File: config.mk
export PLATFORM = sky130hd
export DESIGN_NAME = chirp_profile_sequencer_flat
export DESIGN_NICKNAME = d
export VERILOG_FILES = /design/src/rtl/chirp_profile_sequencer_pkg.sv /design/src/rtl/chirp_profile_sequencer_if.sv /design/src/rtl/chirp_profile_sequencer_table.sv /design/src/rtl/chirp_profile_sequencer.sv /design/src/flat_wrapper.sv
export SDC_FILE = /design/constraint.sdc
export NUM_CORES = 2
export LEC_CHECK = 0
export CELL_PAD_IN_SITES_DETAIL_PLACEMENT = 2
export CELL_PAD_IN_SITES_GLOBAL_PLACEMENT = 2
export CORE_ASPECT_RATIO = 0.5
export CORE_MARGIN = 8
export CORE_UTILIZATION = 35
export DETAILED_ROUTE_END_ITERATION = 6
export HOLD_SLACK_MARGIN = 0.06
export PLACE_DENSITY_LB_ADDON = 0.1
export SLEW_MARGIN = 10
export SYNTH_ARGS = -nofsm -noshare
export SYNTH_HDL_FRONTEND = slang
export SYNTH_SLANG_ARGS = --single-unit
File: constraint.sdc
create_clock -name aclk -period 13.3 [get_ports aclk]
set_clock_uncertainty 0.2 [all_clocks]
set_input_delay 1.33 -clock aclk [delete_from_list [all_inputs] [get_ports aclk]]
set_output_delay 1.33 -clock aclk [all_outputs]
set_load 0.005 [all_outputs]
File: src/rtl/chirp_profile_sequencer_pkg.sv
// ---------------------------------------------------------------------------
// radar_ctrl_pkg
// Shared constants for the chirp profile sequencer: FSM state encoding,
// reset field values, packed parameter width and field offsets, plus small
// helpers for packing a profile word and sanitising the repeat count.
// ---------------------------------------------------------------------------
package radar_ctrl_pkg;

   localparam int CHIRP_PARAM_W = 96;

   localparam int CNT_MAX_LSB = 0;
   localparam int TUNE_LSB    = 32;
   localparam int FOFF_LSB    = 64;

   localparam logic [31:0] DEF_FREQ_OFF  = 32'h0000_0600;
   localparam logic [31:0] DEF_TUNE_COEF = 32'h0000_0001;
   localparam logic [31:0] DEF_CNT_MAX   = 32'h0000_0fff;

   localparam logic [2:0] ST_IDLE  = 3'd0;
   localparam logic [2:0] ST_LOAD  = 3'd1;
   localparam logic [2:0] ST_ARMED = 3'd2;
   localparam logic [2:0] ST_RUN   = 3'd3;
   localparam logic [2:0] ST_NEXT  = 3'd4;

   function automatic logic [CHIRP_PARAM_W-1:0] pack_chirp(
      input logic [31:0] freq_offset,
      input logic [31:0] tuning_coef,
      input logic [31:0] counter_max
   );
      logic [CHIRP_PARAM_W-1:0] p;
      p = '0;
      p[FOFF_LSB    +: 32] = freq_offset;
      p[TUNE_LSB    +: 32] = tuning_coef;
      p[CNT_MAX_LSB +: 32] = counter_max;
      return p;
   endfunction

   // A repeat count of zero would never advance; treat it as one pulse.
   function automatic logic [15:0] clamp_repeat(input logic [15:0] r);
      return (r == 16'd0) ? 16'd1 : r;
   endfunction

endpackage

File: src/rtl/chirp_profile_sequencer_if.sv
// ---------------------------------------------------------------------------
// chirp_profile_sequencer_if
// Link between the profile sequencer and the chirp generator / pulse
// controller.
//   chirp_ready           generator -> sequencer  generator ready (level)
//   chirp_active          generator -> sequencer  high while chirping
//   chirp_done            generator -> sequencer  1-cycle pulse at chirp end
//   chirp_parameters_out  sequencer -> generator  {32'b0, foff, tune, cnt_max}
//   params_valid          sequencer -> generator  fields stable and armed
//   params_update         sequencer -> generator  1-cycle pulse on reload
// master: the sequencer side.  slave: the generator side.
// ---------------------------------------------------------------------------
interface chirp_profile_sequencer_if;

   logic                                  chirp_ready;
   logic                                  chirp_active;
   logic                                  chirp_done;
   logic [radar_ctrl_pkg::CHIRP_PARAM_W+31:0] chirp_parameters_out;
   logic                                  params_valid;
   logic                                  params_update;

   modport master (
      input  chirp_ready,
      input  chirp_active,
      input  chirp_done,
      output chirp_parameters_out,
      output params_valid,
      output params_update
   );

   modport slave (
      output chirp_ready,
      output chirp_active,
      output chirp_done,
      input  chirp_parameters_out,
      input  params_valid,
      input  params_update
   );

endinterface

File: src/rtl/chirp_profile_sequencer_table.sv
// ---------------------------------------------------------------------------
// chirp_profile_table
// NUM_PROFILES x 96-bit profile store. Synchronous write, registered read.
// The read register samples the array before a same-edge write lands, so a
// simultaneous write and read of one entry returns the old contents.
//   aclk, aresetn   clock, async active-low reset (entries -> RST_ENTRY)
//   wr_en/addr/data table write port
//   rd_addr         entry to read; rd_data follows one clock later
// ---------------------------------------------------------------------------
module chirp_profile_table #(
   parameter int NUM_PROFILES = 8,
   parameter int IDX_W        = 3,
   parameter logic [radar_ctrl_pkg::CHIRP_PARAM_W-1:0] RST_ENTRY = '0
) (
   input  logic                                     aclk,
   input  logic                                     aresetn,
   input  logic                                     wr_en,
   input  logic [IDX_W-1:0]                         wr_addr,
   input  logic [radar_ctrl_pkg::CHIRP_PARAM_W-1:0] wr_data,
   input  logic [IDX_W-1:0]                         rd_addr,
   output logic [radar_ctrl_pkg::CHIRP_PARAM_W-1:0] rd_data
);
   import radar_ctrl_pkg::*;

   logic [CHIRP_PARAM_W-1:0] mem_q [NUM_PROFILES];
   logic [CHIRP_PARAM_W-1:0] mem_d [NUM_PROFILES];
   logic [CHIRP_PARAM_W-1:0] rd_data_q;
   logic [CHIRP_PARAM_W-1:0] rd_data_d;

   always_comb begin
      mem_d = mem_q;
      if (wr_en) begin
         mem_d[wr_addr] = wr_data;
      end
      rd_data_d = mem_q[rd_addr];
   end

   always_ff @(posedge aclk or negedge aresetn) begin
      if (!aresetn) begin
         for (int i = 0; i < NUM_PROFILES; i++) begin
            mem_q[i] <= RST_ENTRY;
         end
         rd_data_q <= RST_ENTRY;
      end else begin
         mem_q     <= mem_d;
         rd_data_q <= rd_data_d;
      end
   end

   assign rd_data = rd_data_q;

endmodule

File: src/rtl/chirp_profile_sequencer.sv
// ---------------------------------------------------------------------------
// chirp_profile_sequencer
// Steps the chirp generator through a table of profiles between pulses. Each
// profile is applied for cfg_repeat pulses; cfg_num_profiles profiles make a
// sweep. The output register only reloads in LOAD, never during a chirp.
//   aclk, aresetn         clock, async active-low reset
//   cfg_wr_*              profile table write port
//   cfg_num_profiles      profiles per sweep (0 -> 1, >NUM_PROFILES clamped)
//   cfg_repeat            pulses per profile (0 -> 1)
//   seq_enable            level, run the sequencer
//   seq_restart           pulse, restart sweep at entry 0
//   chirp_if              generator handshake and parameter output (master)
//   profile_index         entry whose data is in the output register
//   sweep_done            1-cycle pulse after the last pulse of a sweep
//   sweep_count           completed sweeps, wrapping
//
// state    | meaning
// ---------+------------------------------------------------------------
// IDLE     | stopped, outputs hold last fields, params_valid low
// LOAD     | copy table[idx] into output register, params_update high
// ARMED    | fields valid, waiting for the chirp to start
// RUN      | chirp in progress, waiting for chirp_done
// NEXT     | advance rep/idx, decide reload / re-arm / stop
// ---------------------------------------------------------------------------
module chirp_profile_sequencer #(
   parameter int          NUM_PROFILES  = 8,
   parameter int          IDX_W         = 3,
   parameter logic [31:0] DEF_FREQ_OFF  = radar_ctrl_pkg::DEF_FREQ_OFF,
   parameter logic [31:0] DEF_TUNE_COEF = radar_ctrl_pkg::DEF_TUNE_COEF,
   parameter logic [31:0] DEF_CNT_MAX   = radar_ctrl_pkg::DEF_CNT_MAX
) (
   input  logic                                     aclk,
   input  logic                                     aresetn,
   input  logic                                     cfg_wr_en,
   input  logic [IDX_W-1:0]                         cfg_wr_addr,
   input  logic [radar_ctrl_pkg::CHIRP_PARAM_W-1:0] cfg_wr_data,
   input  logic [IDX_W:0]                           cfg_num_profiles,
   input  logic [15:0]                              cfg_repeat,
   input  logic                                     seq_enable,
   input  logic                                     seq_restart,
   chirp_profile_sequencer_if.master                chirp_if,
   output logic [IDX_W-1:0]                         profile_index,
   output logic                                     sweep_done,
   output logic [15:0]                              sweep_count
);
   import radar_ctrl_pkg::*;

   localparam logic [CHIRP_PARAM_W-1:0] RST_PARAMS =
      pack_chirp(DEF_FREQ_OFF, DEF_TUNE_COEF, DEF_CNT_MAX);
   localparam logic [IDX_W:0] MAX_NUM = NUM_PROFILES[IDX_W:0];
   localparam logic [IDX_W:0] ONE_NUM = {{IDX_W{1'b0}}, 1'b1};

   logic [2:0]               state_q,       state_d;
   logic [IDX_W-1:0]         idx_q,         idx_d;
   logic [15:0]              rep_q,         rep_d;
   logic [IDX_W:0]           num_q,         num_d;
   logic [15:0]              rep_max_q,     rep_max_d;
   logic [CHIRP_PARAM_W-1:0] params_q,      params_d;
   logic [IDX_W-1:0]         prof_idx_q,    prof_idx_d;
   logic [15:0]              sweep_count_q, sweep_count_d;
   logic                     sweep_done_c;

   logic [IDX_W:0]           num_clamped;
   logic [16:0]              rep_inc;
   logic [IDX_W:0]           idx_inc;
   logic [CHIRP_PARAM_W-1:0] tbl_rd_data;

   // Read address follows idx_d so the entry is already registered in the
   // table by the time the FSM sits in LOAD.
   chirp_profile_table #(
      .NUM_PROFILES (NUM_PROFILES),
      .IDX_W        (IDX_W),
      .RST_ENTRY    (RST_PARAMS)
   ) u_table (
      .aclk    (aclk),
      .aresetn (aresetn),
      .wr_en   (cfg_wr_en),
      .wr_addr (cfg_wr_addr),
      .wr_data (cfg_wr_data),
      .rd_addr (idx_d),
      .rd_data (tbl_rd_data)
   );

   always_comb begin
      num_clamped = cfg_num_profiles;
      if (cfg_num_profiles == '0) begin
         num_clamped = ONE_NUM;
      end else if (cfg_num_profiles > MAX_NUM) begin
         num_clamped = MAX_NUM;
      end
   end

   assign rep_inc = {1'b0, rep_q} + 17'd1;
   assign idx_inc = {1'b0, idx_q} + ONE_NUM;

   always_comb begin
      state_d       = state_q;
      idx_d         = idx_q;
      rep_d         = rep_q;
      num_d         = num_q;
      rep_max_d     = rep_max_q;
      params_d      = params_q;
      prof_idx_d    = prof_idx_q;
      sweep_count_d = sweep_count_q;
      sweep_done_c  = 1'b0;

      // Restart wins over everything, including a same-cycle chirp_done.
      if (seq_restart) begin
         idx_d     = '0;
         rep_d     = '0;
         num_d     = num_clamped;
         rep_max_d = clamp_repeat(cfg_repeat);
         state_d   = seq_enable ? ST_LOAD : ST_IDLE;
      end else begin
         case (state_q)
            ST_IDLE: begin
               if (seq_enable && chirp_if.chirp_ready) begin
                  idx_d     = '0;
                  rep_d     = '0;
                  num_d     = num_clamped;
                  rep_max_d = clamp_repeat(cfg_repeat);
                  state_d   = ST_LOAD;
               end
            end
            ST_LOAD: begin
               params_d   = tbl_rd_data;
               prof_idx_d = idx_q;
               state_d    = ST_ARMED;
            end
            ST_ARMED: begin
               // A chirp short enough that active was never seen still
               // counts as a pulse.
               if (chirp_if.chirp_done) begin
                  state_d = ST_NEXT;
               end else if (chirp_if.chirp_active) begin
                  state_d = ST_RUN;
               end else if (!seq_enable) begin
                  state_d = ST_IDLE;
               end
            end
            ST_RUN: begin
               if (chirp_if.chirp_done) begin
                  state_d = ST_NEXT;
               end
            end
            ST_NEXT: begin
               if (rep_inc < {1'b0, rep_max_q}) begin
                  rep_d   = rep_inc[15:0];
                  state_d = ST_ARMED;
               end else begin
                  rep_d = '0;
                  if (idx_inc == num_q) begin
                     idx_d         = '0;
                     sweep_done_c  = 1'b1;
                     sweep_count_d = sweep_count_q + 16'd1;
                  end else begin
                     idx_d = idx_inc[IDX_W-1:0];
                  end
                  state_d = seq_enable ? ST_LOAD : ST_IDLE;
               end
            end
            default: begin
               state_d = ST_IDLE;
            end
         endcase
      end
   end

   always_ff @(posedge aclk or negedge aresetn) begin
      if (!aresetn) begin
         state_q       <= ST_IDLE;
         idx_q         <= '0;
         rep_q         <= '0;
         num_q         <= ONE_NUM;
         rep_max_q     <= 16'd1;
         params_q      <= RST_PARAMS;
         prof_idx_q    <= '0;
         sweep_count_q <= '0;
      end else begin
         state_q       <= state_d;
         idx_q         <= idx_d;
         rep_q         <= rep_d;
         num_q         <= num_d;
         rep_max_q     <= rep_max_d;
         params_q      <= params_d;
         prof_idx_q    <= prof_idx_d;
         sweep_count_q <= sweep_count_d;
      end
   end

   assign chirp_if.chirp_parameters_out = {32'b0, params_q};
   assign chirp_if.params_valid         = (state_q == ST_ARMED) || (state_q == ST_RUN);
   assign chirp_if.params_update        = (state_q == ST_LOAD);
   assign profile_index                 = prof_idx_q;
   assign sweep_done                    = sweep_done_c;
   assign sweep_count                   = sweep_count_q;

endmodule
File: src/flat_wrapper.sv
// flat-port wrapper written by rule: the top's interface ports become plain ports
module chirp_profile_sequencer_flat import radar_ctrl_pkg::*;
#(
   parameter int          NUM_PROFILES  = 8,
   parameter int          IDX_W         = 3,
   parameter logic [31:0] DEF_FREQ_OFF  = radar_ctrl_pkg::DEF_FREQ_OFF,
   parameter logic [31:0] DEF_TUNE_COEF = radar_ctrl_pkg::DEF_TUNE_COEF,
   parameter logic [31:0] DEF_CNT_MAX   = radar_ctrl_pkg::DEF_CNT_MAX
)
  (aclk, aresetn, cfg_wr_en, cfg_wr_addr, cfg_wr_data, cfg_num_profiles, cfg_repeat, seq_enable, seq_restart, profile_index, sweep_done, sweep_count, chirp_if_chirp_ready, chirp_if_chirp_active, chirp_if_chirp_done, chirp_if_chirp_parameters_out, chirp_if_params_valid, chirp_if_params_update);
  chirp_profile_sequencer_if chirp_if_i ();
  input  logic aclk;
  input  logic aresetn;
  input  logic cfg_wr_en;
  input  logic [IDX_W-1:0] cfg_wr_addr;
  input  logic [radar_ctrl_pkg::CHIRP_PARAM_W-1:0] cfg_wr_data;
  input  logic [IDX_W:0] cfg_num_profiles;
  input  logic [15:0] cfg_repeat;
  input  logic seq_enable;
  input  logic seq_restart;
  output logic [IDX_W-1:0] profile_index;
  output logic sweep_done;
  output logic [15:0] sweep_count;
  input wire logic [$bits(chirp_if_i.chirp_ready)-1:0] chirp_if_chirp_ready;
  input wire logic [$bits(chirp_if_i.chirp_active)-1:0] chirp_if_chirp_active;
  input wire logic [$bits(chirp_if_i.chirp_done)-1:0] chirp_if_chirp_done;
  output wire logic [$bits(chirp_if_i.chirp_parameters_out)-1:0] chirp_if_chirp_parameters_out;
  output wire logic [$bits(chirp_if_i.params_valid)-1:0] chirp_if_params_valid;
  output wire logic [$bits(chirp_if_i.params_update)-1:0] chirp_if_params_update;
  assign chirp_if_i.chirp_ready = chirp_if_chirp_ready;
  assign chirp_if_i.chirp_active = chirp_if_chirp_active;
  assign chirp_if_i.chirp_done = chirp_if_chirp_done;
  assign chirp_if_chirp_parameters_out = chirp_if_i.chirp_parameters_out;
  assign chirp_if_params_valid = chirp_if_i.params_valid;
  assign chirp_if_params_update = chirp_if_i.params_update;
  chirp_profile_sequencer #(.NUM_PROFILES(NUM_PROFILES), .IDX_W(IDX_W), .DEF_FREQ_OFF(DEF_FREQ_OFF), .DEF_TUNE_COEF(DEF_TUNE_COEF), .DEF_CNT_MAX(DEF_CNT_MAX)) u_core (.aclk(aclk), .aresetn(aresetn), .cfg_wr_en(cfg_wr_en), .cfg_wr_addr(cfg_wr_addr), .cfg_wr_data(cfg_wr_data), .cfg_num_profiles(cfg_num_profiles), .cfg_repeat(cfg_repeat), .seq_enable(seq_enable), .seq_restart(seq_restart), .chirp_if(chirp_if_i), .profile_index(profile_index), .sweep_done(sweep_done), .sweep_count(sweep_count));
endmodule
==> summary.txt <==
Yosys
  – Synthesis Warnings: 0
  – Area contributors post-synth: dfrtp_1, mux2_2, dfstp_2
  – Mapped Avg Cell Area: 13.6 µm²
  – Post-synth ARST share: 1.00
  – Commonest register cell after synthesis: dfrtp_1
  – Post-synth top area share: 0.486
  – Synth Instances: 3300
  – Number of synthesized flops with an enable pin: 0
  – Post-synthesis sequential area ratio: 0.575
  – Mapped cell area: 44800 µm²
  – Synth cell types: 58
  – Top-count cell post-synth: mux2_2
  – Register bit count reported by yosys: 1021
  – Synth area leader: dfrtp_1
  – Most instantiated cells after synthesis: mux2_2, dfrtp_1, a21oi_1

Detailed routing
  – Total number of vias: 29200
  – DR vias/cell: 5.58
  – Post-route ant nets: 0
  – Initial drt markers: 1367
  – Drt wl/cell: 26.9 µm
  – Final wirelength: 141000 µm
  – Router iterations before antenna repair: 5
  – # DRC: 0

Hold path
  – Hold Path Origin: u_core.u_table.rd_data[13]
  – Hold Path Stages: 1
  – Hold crit path type: flip-flop to flip-flop
  – Hold Path End: u_core.params_q[13]

Layout
  – Synth-to-Final Area Change: 17.0%
  – Fin cells: 5238
  – Share of cells above drive strength 1: 0.381
  – Nets: 3597
  – Final core utilization: 0.414

Worst setup path
  – FF-to-FF End: u_core.u_table.rd_data[91]
  – Reg2reg setup slack: 6.72 ns
  – Worst-path fanout max: 51
  – Crit. Startpoint: u_core.rep_q[0]
  – Reg2reg start: u_core.rep_q[0]
  – Worst Path Class, Setup: flip-flop to flip-flop
  – Worst Setup End Kind: flip-flop
  – FF-to-FF path depth: 16
  – Arr. time, crit path: 6.95 ns
  – Crit start category: flip-flop
  – Worst endpoint required time: 13.68 ns

STA
  – Final setup vio count: 0
  – Slew @ Worst Pin: 1.12 ns
  – Final Hold Fails: 0
  – Setup ws final: 6.72 ns
  – Fin crit period: 6.58 ns
  – RSZ-0062 raised after global routing: no
  – Final period util: 0.495
  – Fin Setup TNS: 0 ns
  – Worst Hold Slack: 0.275 ns
  – Relative slew margins: 0.252
  – Final Max Slew Viols: 0
  – Max Clk Rate: 0.152 GHz

Global routing
  – Grt total ovfl: 0
  – Pin count of the biggest net entering global routing: 178
  – First-pass GRT wire length: 214000 µm
  – Vias in the first global route: 33100
  – Initial antenna violation count: 18
  – Tot GR Track Use: 0.198

Clocking
  – Worst-Skew Late Latency: 0.70 ns
  – Maximum clock path buffer count: 3
  – Worst-path clk slew: 0.07 ns
  – Post-CTS Hold Fix Bufs: 0
  – Clock root buffer: clkbuf_16
  – CTS resizes: 0
  – Htree depth: 3
  – Setup Fix Bufs, Post-CTS: 0
  – CTS tree: built
  – # clock sinks: 1021
  – Total CTS buffers: 100

Place
  – Port bufs: 244
  – Dpl cells: 5042
  – HPWL Detailed: 76600 µm
  – RePlAce Congestion: 0.718
  – Pre-CTS WS: 6.66 ns

Pwr
  – Power density over the cells: 176 nW/µm²
  – VDD IR max: 0.0874 mV
  – Leakage: 0.0215 µW

Floorplan
  – Die Y: 269 µm
  – Row cnt: 92
  – Die W: 522 µm
  – Io pins: 277
  – Core Area: 126000 µm²
  – Die ar.: 140000 µm²
  – Initial core utilization: 0.354

Status
  – Outcome: complete, no violations

Flow run
  – Max Cap Viol: 0
kinds of logic after synthesis:
family,after synthesis,share of synthesized area
other,1,0.0000838
AO/OA/AOI/OAI,821,0.127
adder cells (fa/ha/maj),18,0.00503
XOR/XNOR,34,0.00665
flip-flops,1021,0.575
multiplexers,884,0.222
AND/OR/NAND/NOR,219,0.0327
buffers and inverters,302,0.0305
sequential cells by signal, indices dropped and copies added (netlist names), 4 cells and up:
| register | flops |
|---|---|
| u_core.rep_max_q | 16 |
| u_core.params_q | 96 |
| u_core.num_q | 4 |
| u_core.u_table.rd_data | 96 |
| u_core.rep_q | 16 |
| u_core.sweep_count | 16 |
| u_core.u_table.mem_q | 768 |
worst max-delay path, stage by stage (launching register included):
cell and delay (ns):
dfrtp_1 0.44, ha_1 0.23, nand3_1 0.25, nor2_1 0.34, and3_1 0.22, xor2_1 0.20, ha_1 0.28, a21oi_1 0.16
o21a_1 0.14, o21ai_0 0.23, o311a_1 0.47, a311o_1 0.57, o21ai_4 0.75, buf_4 0.61, buf_4 0.90, a22o_1 0.30
nor4_1 0.07
where the power goes:
part	internal (µW)	total, µW	switching (µW)
registers	3940	4450	512
clock network	1820	3110	1290
logic	1040	1650	611
total	6790	9200	2410
how the worst max path moves through the flow:
| stage | endpoint | slack [ns] |
|---|---|---|
| after detailed placement | u_core.u_table.rd_data[3] | 6.66 |
| after CTS | u_core.u_table.rd_data[91] | 6.69 |
| after floorplan | u_core.u_table.rd_data[57] | 8.98 |
| after global routing | u_core.u_table.rd_data[85] | 6.37 |
| after global placement | u_core.u_table.rd_data[2] | 6.75 |
| final | u_core.u_table.rd_data[91] | 6.72 |
layer usage:
metal | part of all wire | routed length, µm | vias to the layer above | track usage
met4 | 0.030 | 4180 | 8 | 0.0657
met5 | 0.00036 | 51 | - | 0
met2 | 0.48 | 67200 | 417 | 0.327
li1 | - | - | 12700 | -
met1 | 0.46 | 65200 | 15800 | 0.268
met3 | 0.030 | 4210 | 241 | 0.0296
cells in the final DEF (no fill, tap or decap), drive strengths merged, types with 3 or more instances in the layout:
master and n:
mux2 884, dfrtp 869, a21oi 392, clkdlybuf4s50 243, a22o 207, dfstp 152, clkbuf 149, nor4 101
o32ai 97, o22ai 96, buf 50, conb 32, inv 30, nand2 22, clkinv 22, nor2 21
xnor2 18, ha 18, nand3 16, xor2 16, nor3 15, nand4 14, bufinv 12, o21ai 10
diode 9, and3 6, nand2b 5, and2 5, a21o 3, nand4b 3, or3 3, or4 3
layout make-up:
type                            count  area (µm²)
Clock inverter                     38         526
Sequential cell                  1021       25700
Timing Repair Buffer              293        2950
Multi-Input combinational cell   2008       17800
Inverter                           28         108
Antenna cell                        9        22.5
Clock buffer                      149        3040
Tap cell                         1692        2120
Fill cell                       12400       74000
stage by stage:
stage | instance area [µm²] | total power (µW)
after detailed placement | 48800 | 6180
after global placement | 48800 | 6080
after global routing | 52300 | 9680
after floorplan | 44900 | 5340
final | 52400 | 9200
after CTS | 52300 | 9350
Note: power is estimated with default switching activity, not from simulation.
